### config.mk
export PLATFORM = sky130hd
export DESIGN_NAME = mem_bus_arbiter
export DESIGN_NICKNAME = d
export VERILOG_FILES = /design/src/rtl/mem_bus_arbiter.sv
export SDC_FILE = /design/constraint.sdc
export NUM_CORES = 1
export LEC_CHECK = 0
export CORE_AREA = 5 5 120 122
export DETAILED_ROUTE_END_ITERATION = 16
export DIE_AREA = 0 0 125 127
export DONT_BUFFER_PORTS = 1
export MAX_ROUTING_LAYER = met4
export PLACE_DENSITY = 0.5
export SYNTH_ARGS = -nofsm -noshare
export SYNTH_HDL_FRONTEND = slang
export SYNTH_SLANG_ARGS = --single-unit
export TNS_END_PERCENT = 5
### constraint.sdc
create_clock -name clk -period 5.7 [get_ports clk]
set_input_delay 0.285 -clock clk [delete_from_list [all_inputs] [get_ports clk]]
set_output_delay 0.285 -clock clk [all_outputs]
set_load 0.03 [all_outputs]
### src/rtl/mem_bus_arbiter.sv
// mem_bus_arbiter: arbitrates an instruction and a data requester onto one
// SRAM-like bus with at most one outstanding transaction.
module mem_bus_arbiter #(
  parameter bit PRIO_DATA = 1'b1,
  localparam int unsigned ADDR_W = 32,
  localparam int unsigned DATA_W = 32,
  localparam int unsigned STRB_W = 4
) (
  input  logic              clk,
  input  logic              reset,
  input  logic              inst_req,
  input  logic              inst_wr,
  input  logic [STRB_W-1:0] inst_wstrb,
  input  logic [ADDR_W-1:0] inst_addr,
  input  logic [DATA_W-1:0] inst_wdata,
  output logic              inst_addr_ok,
  output logic              inst_data_ok,
  output logic [DATA_W-1:0] inst_rdata,
  input  logic              data_req,
  input  logic              data_wr,
  input  logic [STRB_W-1:0] data_wstrb,
  input  logic [ADDR_W-1:0] data_addr,
  input  logic [DATA_W-1:0] data_wdata,
  output logic              data_addr_ok,
  output logic              data_data_ok,
  output logic [DATA_W-1:0] data_rdata,
  output logic              bus_req,
  output logic              bus_wr,
  output logic [STRB_W-1:0] bus_wstrb,
  output logic [ADDR_W-1:0] bus_addr,
  output logic [DATA_W-1:0] bus_wdata,
  input  logic              bus_addr_ok,
  input  logic              bus_data_ok,
  input  logic [DATA_W-1:0] bus_rdata
);

  typedef enum logic [1:0] {IDLE, ADDR, DATA} state_t;

  typedef struct packed {
    logic              wr;
    logic [STRB_W-1:0] wstrb;
    logic [ADDR_W-1:0] addr;
    logic [DATA_W-1:0] wdata;
  } req_t;

  state_t state;
  logic   grant_data;   // 1: current transaction belongs to the data port
  logic   last_data;    // 1: last completed transaction served the data port
  req_t   lat;

  logic   sel_data_c;
  logic   accept_c;
  logic   complete_c;
  req_t   inst_fields_c;
  req_t   data_fields_c;

  assign inst_fields_c = '{wr: inst_wr, wstrb: inst_wstrb, addr: inst_addr, wdata: inst_wdata};
  assign data_fields_c = '{wr: data_wr, wstrb: data_wstrb, addr: data_addr, wdata: data_wdata};

  // Data wins alone, under fixed priority, or when instruction was served last.
  assign sel_data_c = data_req & (~inst_req | PRIO_DATA | ~last_data);
  assign accept_c   = ~reset & (state == IDLE) & (inst_req | data_req);
  assign complete_c = ~reset & (state == DATA) & bus_data_ok;

  assign inst_addr_ok = accept_c & ~sel_data_c;
  assign data_addr_ok = accept_c & sel_data_c;
  assign inst_data_ok = complete_c & ~grant_data;
  assign data_data_ok = complete_c & grant_data;
  assign inst_rdata   = bus_rdata;
  assign data_rdata   = bus_rdata;

  assign bus_req   = (state == ADDR);
  assign bus_wr    = lat.wr;
  assign bus_wstrb = lat.wstrb;
  assign bus_addr  = lat.addr;
  assign bus_wdata = lat.wdata;

  // Transaction FSM: grant and latch in IDLE, address phase, data phase.
  always_ff @(posedge clk or posedge reset) begin
    if (reset) begin
      state      <= IDLE;
      grant_data <= 1'b0;
      last_data  <= 1'b0;
      lat        <= '0;
    end else begin
      case (state)
        IDLE: begin
          if (accept_c) begin
            grant_data <= sel_data_c;
            lat        <= sel_data_c ? data_fields_c : inst_fields_c;
            state      <= ADDR;
          end
        end
        ADDR: begin
          if (bus_addr_ok) state <= DATA;
        end
        DATA: begin
          if (bus_data_ok) begin
            last_data <= grant_data;
            state     <= IDLE;
          end
        end
        default: state <= IDLE;
      endcase
    end
  end

endmodule

# After elaboration in Yosys (flattened, before gate mapping)
# Index checks and enable logic that the tools add are counted.
[op_classes]
addsub = 0
n_mul = 0
div_mod_pow = 0
magnitude_cmp = 0
n_eq_ne = 5
shift = 0
muxes = 5
bitwise = 12
reduce_logical = 3
[op_table]
columns = ["operator", "count"]
rows = [
  ["69-bit two-way mux", 1],
  ["1-bit bitwise AND", 8],
  ["2-bit two-way mux", 3],
  ["2-bit one-hot mux with 3 select lines", 1],
  ["2-bit != test, second input constant", 2],
  ["1-bit inverter", 3],
  ["3-bit AND reduction", 1],
  ["2-bit by 1-bit == test with 1-bit output, second input constant", 1],
  ["2-bit == test, second input constant", 1],
  ["2-bit zero test", 1],
  ["2-bit by 1-bit != test with 1-bit output, second input constant", 1],
  ["2-bit AND reduction", 1],
  ["1-bit OR", 1],
]
[word_totals]
register_bits = 72
latchBits = 0
ramBits = 0
romBits = 0
input_bits = 176
out_inout_bits = 138
word_cells = 31
mem_count = 0

# Longest topological paths before layout
# Gate-level depths: netlist of the first run.
[logic_depth]
depth_word = 5
mapped_depth = 5
depth_no_buf = 3

# Worst setup path before layout of the first run
# No wires, ideal clock.
[synth_path]
path_type = "register -> output"
from = "reg state[0]"
to = "out inst_addr_ok"
arrival_time_ns = 1.732
required_ns = 5.415
slack_ns = 3.683
path_stages_with_launch = 4
path_buffers = 1
path_cell_list = "dfrtp_1 -> nor4_4 -> buf_6 -> nor2b_1"
[synth_via]
elab_chain_len = 4
[synth_lines]
columns = ["item", "line_no", "rtl"]
rows = [
  ["start: declaration", "46", "state_t state;"],
  ["start signal: assignment", "81", "state <= IDLE;"],
  ["start signal: assignment", "91", "state <= ADDR;"],
  ["start signal: assignment", "95", "if (bus_addr_ok) state <= DATA;"],
  ["2-bit zero test", "62", "assign accept_c = ~reset & (state == IDLE) & (inst_req | data_req);"],
  ["1-bit bitwise AND (2 in series)", "62", ""],
  ["1-bit bitwise AND", "65", "assign inst_addr_ok = accept_c & ~sel_data_c;"],
  ["end: declaration", "16", "output logic inst_addr_ok,"],
]
# No other way between the ends.

# Final worst setup path of the first run
# Same ends and word-level chain as after synthesis.

==> results of run 1 <==
[critical path, stage by stage, from the launching register on]
cell and delay (ns):
dfrtp_1 0.43, nor4_4 0.30, buf_4 0.42, nor2b_1 0.55
[placed cells by master, fill, tap and decap left out]
cell	instances
mux2_2	137
dfrtp_1	72
clkbuf_16	9
buf_4	5
bufinv_16	3
mux2_1	2
nor2b_1	2
nand2_1	2
clkbuf_8	2
diode_2	1
nor2_1	1
nor4_4	1
inv_1	1
a21o_1	1
and2_1	1
nor4_1	1
nor4b_1	1
clkinv_2	1
nand2b_1	1
o21ai_0	1
inv_6	1
clkbuf_1	1
dlygate4sd3_1	1
[synth_stat cells]
cell type	n	area share (%)
dfrtp_1	72	44
nor4b_1	1	0.22
buf_6	7	1.9
mux2_1	2	0.56
nand2b_1	1	0.15
o21ai_0	1	0.12
buf_4	65	12
a21o_1	1	0.19
nand2_1	2	0.19
and2_1	1	0.15
mux2_2	137	38
nor2_1	1	0.093
inv_1	2	0.19
nor4_1	1	0.15
clkbuf_1	7	0.65
nor4_4	1	0.52
nor2b_1	2	0.31
[power by group through the flow]
| stage | Combinational [mW] | Clock (mW) | Sequential [mW] |
|---|---|---|---|
| floorplan | 0.490 | 0 | 1.41 |
| global placement | 0.411 | 0 | 1.50 |
| detailed placement | 0.427 | 0 | 1.49 |
| CTS | 0.426 | 0.692 | 1.49 |
| global route | 0.460 | 0.710 | 1.51 |
| finish | 0.416 | 0.664 | 1.48 |
[registers in the layout, summed over array words and instances, names as in the netlist]
name	count
state	2
bus_wr	1
bus_wdata	32
bus_addr	32
bus_wstrb	4
grant_data	1
[path summary, 6_finish.rpt]
check                            startpoint             to  slack [ns]  cells past startpoint
worst max register to register     state[0]   bus_addr[26]        3.98                      3
max in group asynchronous             reset  bus_wdata[27]        4.27                      3
worst max-delay path               state[0]   inst_addr_ok        3.37                      3
worst min register to register   grant_data     grant_data        0.54                      1
worst min-delay path            bus_addr_ok       state[1]        0.08                      2
min in group asynchronous             reset     grant_data        0.50                      2
[cells by family (layout without fill, tap and decap cells)]
logic type,after synthesis,count (layout),share of synthesized area (%)
AOI/OAI and AO/OA,2,2,0.309
other,0,1,0
DFF,72,72,44.5
and+or+nand+nor,10,10,1.79
buffers and inverters,81,24,14.8
muxes,139,139,38.6
[routing by layer]
metal / global-route usage (%) / vias to the layer above
met2: 19.2 / 188
li1: - / 873
met3: 6.43 / 20
met5: - / -
met4: 5.99 / 0
met1: 10.7 / 949
[stage by stage]
step                      util [%]  setup slack, ns
after global routing          31.2             3.22
final                         31.2             3.37
after floorplan                  -             3.59
after CTS                     31.2             3.32
after detailed placement      28.4             3.69
after global placement        28.4             3.70
[area by class of cell]
type,instances,area (um2),area share (%)
antenna,1,2.50,0.0612
clock inverter,4,98.8,2.42
inverter,2,8.76,0.214
tap,176,220,5.39
sequential,72,1800,44.1
timing repair buffer,6,47.5,1.16
clock buffer,12,256,6.28
multi-input combinational,151,1650,40.4
==> impl_results.md, run 1 <==
- Status: completed
- Worst slew pin tran: 0.700 ns
- IO Count: 314
- Synth Instances: 304
- Fin crit share: 40.9%
- Sum Neg Setup Slack: 0 ns
- Fin. Hold Viols: 0
- Comb power frac: 16.3%
- Chip height: 127 um
- Critical Path Fanout Max: 36
- Clk network pwr share: 25.9%
- Worst Setup End Kind: primary output
- Sequential share of the synthesized area: 44.5%
- Fillers: 1307
- DRT iter0 DRCs: 25
- Final Non-Filler Cells: 424
- Final HPWL DP: 7120 um
- Fmax: 429 MHz
- VDD IR max: 0.255 mV
- Final setup vio count: 0
- Number of vias per cell: 4.79
- Area Overhead vs Synth: 0.834%
- Netlist Area Pre-Place: 4050 um2
- #FFs+latches synth: 72
- Warnings from Yosys: 0
- Largest net degree at the start of global routing: 74
- CTS clock-pin slew for the worst setup and hold paths: 0.06 ns
- Met3 WL: 1190 um
- MaxCap Viol Count: 0
- Hold Path Class: in2reg
- WL/cell: 21.7 um
- CTS resizes: 0
- Final instance area: 4090 um2
- Tot Pwr: 2.56 mW
- Top sig layer: met4
- Post-route DRC: 0
- Switching pwr: 1.07 mW
- GPL Wtd Cong: 0.699
- Die area: 15900 um2
- Gr usage total: 11.6%
- Worst-skew pair later-pin latency: 0.33 ns
- Library cells used by synthesis: 17
- # port buffers: 0
- CTS tree: done
- H-Tree Level Count: 3
- Final Max Slew Viols: 0
- RSZ-0062 raised after global routing: no
- Int Pwr: 1.49 mW
- Syn nets: 480
- Slew HR: 53.3%
- First-pass GRT wire length: 13800 um
- Switching share of power: 41.7%
- Clock Skews: 0.00428 ns
- Post-DP Area: 3720 um2
- Post-DRT Antenna Nets: 0
- Antenna violations before repair: 1
- Critical path class: reg2out
- DRT Wirelength: 9180 um
- Post-placement cell count: 406
- Post-CTS Setup Inserts: 0
- Rows: 42
- Syn Area/Cell: 13.3 um2
- Hold slack: 0.0787 ns
- CTS Hold Bufs: 1
- Total core area: 13100 um2
- Critical path arrival: 2.05 ns
- TritonRoute pass-1 iters: 3
- Leak: 1.62 nW
- Sequential Power Share: 57.8%
- Die width: 125 um
- Fin crit period: 2.33 ns
- M1 wire length: 2930 um
- Data required, critical path: 5.41 ns
- Fraction of layout cells with a size suffix above 1: 64.4%
- Root buffer cell: clkbuf_16
- Starting Density: 31.0%
- Clock sink total: 72
- Congestion Overflow GR: 0
- Vias: 2030
- Crit start category: flop
- Routed wl met2: 4800 um
- P per Cell Area: 626 nW/um2
- CTS Buf Count: 9
- Nets: 418
- Vias in the first global route: 2315
- Clock buffer depth: 2
No activity file was read; power rests on OpenSTA's default activity.
==> inputs of run 2 (changes only) <==
==> constraint.sdc (replaced) <==
create_clock -name clk -period 2.2 [get_ports clk]
set_input_delay 0.11 -clock clk [delete_from_list [all_inputs] [get_ports clk]]
set_output_delay 0.11 -clock clk [all_outputs]
set_load 0.03 [all_outputs]
==> impl_results.md, run 2 (synthesis results as in run 1) <==
- Status: completed
- GPL Wtd Cong: 0.692 (-1.0%)
- Die width: 125 um (unchanged)
- Met3 WL: 1080 um (-9.9%)
- Worst slew pin tran: 0.546 ns (-0.153 ns)
- Worst-skew pair later-pin latency: 0.33 ns (about the same)
- Gr usage total: 12.1% (+0.50 points)
- Total core area: 13100 um2 (unchanged)
- Fillers: 1294 (-0.99%)
- Clock sink total: 72 (unchanged)
- Pre-CTS setup slack: 0.527 ns (-3.17 ns)
- Leak: 1.65 nW (+1.9%)
- DRT iter0 DRCs: 42 (+68%)
- Critical path arrival: 1.85 ns (-0.20 ns)
- # port buffers: 0 (unchanged)
- P per Cell Area: 1590 nW/um2 (+150%)
- Crit start category: flop
- Tot Pwr: 6.60 mW (+160%)
- CTS tree: done
- Chip height: 127 um (unchanged)
- Post-DRT Antenna Nets: 0 (unchanged)
- Fin crit period: 1.96 ns
- Clock Skews: 0.00533 ns (+0.00105 ns)
- IO Count: 314 (unchanged)
- Sum Neg Setup Slack: 0 ns (unchanged)
- Rows: 42 (unchanged)
- CTS Buf Count: 9 (unchanged)
- Slew HR: 63.5% (+10 points)
- Post-Route Utilization: 31.7% (+0.52 points)
- Fin crit share: 89.0%
- MaxCap Viol Count: 0 (unchanged)
- First-pass GRT wire length: 14400 um (+4.1%)
- DRT Wirelength: 9420 um (+2.6%)
- Final setup vio count: 0 (unchanged)
- Congestion Overflow GR: 0 (unchanged)
- Post-CTS Setup Inserts: 0 (unchanged)
- Die area: 15900 um2 (unchanged)
- Nets: 423 (+1.2%)
- Area Overhead vs Synth: 2.50%
- Final Non-Filler Cells: 429 (+1.2%)
- Top sig layer: met4
- Post-placement cell count: 408 (+0.49%)
- M1 wire length: 3130 um (+6.9%)
- CTS clock-pin slew for the worst setup and hold paths: 0.06 ns (about the same)
- TritonRoute pass-1 iters: 4 (+1)
- Final HPWL DP: 7210 um (+1.3%)
- Critical path class: reg2out
- Root buffer cell: clkbuf_16
- Data required, critical path: 2.09 ns (-3.32 ns)
- Final Worst Setup Slack: 0.241 ns (-3.13 ns)
- Routed wl met2: 4960 um (+3.4%)
- Hold Path Class: in2reg
- Vias: 2061 (+1.5%)
- Vias in the first global route: 2393 (+3.4%)
- RSZ-0062 raised after global routing: no
- Most frequent cells in the layout: mux2_2 (137), dfrtp_1 (72), clkbuf_16 (9)
- H-Tree Level Count: 3 (unchanged)
- Critical Path Fanout Max: 45 (+25%)
- WL/cell: 22.0 um (+1.4%)
- Clock buffer depth: 2 (unchanged)
- Fin. Hold Viols: 0 (unchanged)
- Worst Setup End Kind: primary output
- Most common cell after layout, fill and taps aside: mux2_2
- Starting Density: 31.0% (unchanged)
- VDD IR max: 0.621 mV (+140%)
- Fraction of layout cells with a size suffix above 1: 64.3% (-0.087 points)
- Fmax: 511 MHz
- Number of vias per cell: 4.80 (+0.34%)
- Antenna violations before repair: 1 (unchanged)
- Post-route DRC: 0 (unchanged)
- Final Max Slew Viols: 0 (unchanged)
- Largest net degree at the start of global routing: 74 (unchanged)
[run 2: cell count changes in the layout (fill, tap and decap cells not counted)]
cell,before,now
clkbuf_1,1,0
buf_12,0,3
bufinv_16,3,2
dlygate4sd3_1,1,4
buf_4,5,4
clkinv_2,1,2
clkbuf_8,2,3
[run 2: area by class of cell]
cell class | instances | area (um2) | area share, %
clock inverter | 4 | 73.8 | 1.78
clock buffer | 12 | 267 | 6.42
inverter | 2 | 8.76 | 0.211
tap | 176 | 220 | 5.30
sequential | 72 | 1800 | 43.4
multi-input combinational | 151 | 1650 | 39.7
timing repair buffer | 11 | 130 | 3.13
antenna | 1 | 2.50 | 0.0602
[run 2: timing repair]
| item | CTS | global route |
|---|---|---|
| gates resized for setup | 0 | 0 |
| hold endpoints to repair | 31 | 0 |
| hold buffers | 4 | 0 |
[run 2: metal layers]
layer,vias to the layer above,GRT usage (%)
met5,-,-
met4,0,6.19
met3,18,5.55
met2,183,19.9
met1,978,12.0
li1,882,-
[run 2: stage by stage]
stage | hold slack, ns | cell area [um2]
2_1_floorplan | 0.227 | 4050
3_3_place_gp | 0.0670 | 3770
4_1_cts | 0.0185 | 4150
6_report | 0.0469 | 4150
5_1_grt | 0.0385 | 4150
3_5_place_dp | 0.0669 | 3770
[run 2: power breakdown]
group / leakage, nW / total [mW] / switching (mW) / internal [mW]
sequential: 0.843 / 3.82 / 1.84 / 1.98
clock: 0.169 / 1.64 / 0.554 / 1.09
combinational: 0.633 / 1.13 / 0.383 / 0.750
[run 2: critical path: stages, from the launching register on]
cell and delay [ns]:
dfrtp_1 0.43, nor4_4 0.43, buf_12 0.29, and2_1 0.36
[run 2: final timing paths]
path | from | endpoint | slack (ns) | depth (start not counted)
setup / recovery | state[0] | data_addr_ok | 0.24 | 3
hold / removal | inst_wdata[8] | bus_wdata[8] | 0.05 | 2
setup reg to reg | state[0] | bus_wdata[20] | 0.53 | 3
hold reg to reg | grant_data | grant_data | 0.52 | 1
max in group asynchronous | reset | bus_addr[20] | 1.30 | 3
min in group asynchronous | reset | state[1] | 0.28 | 2
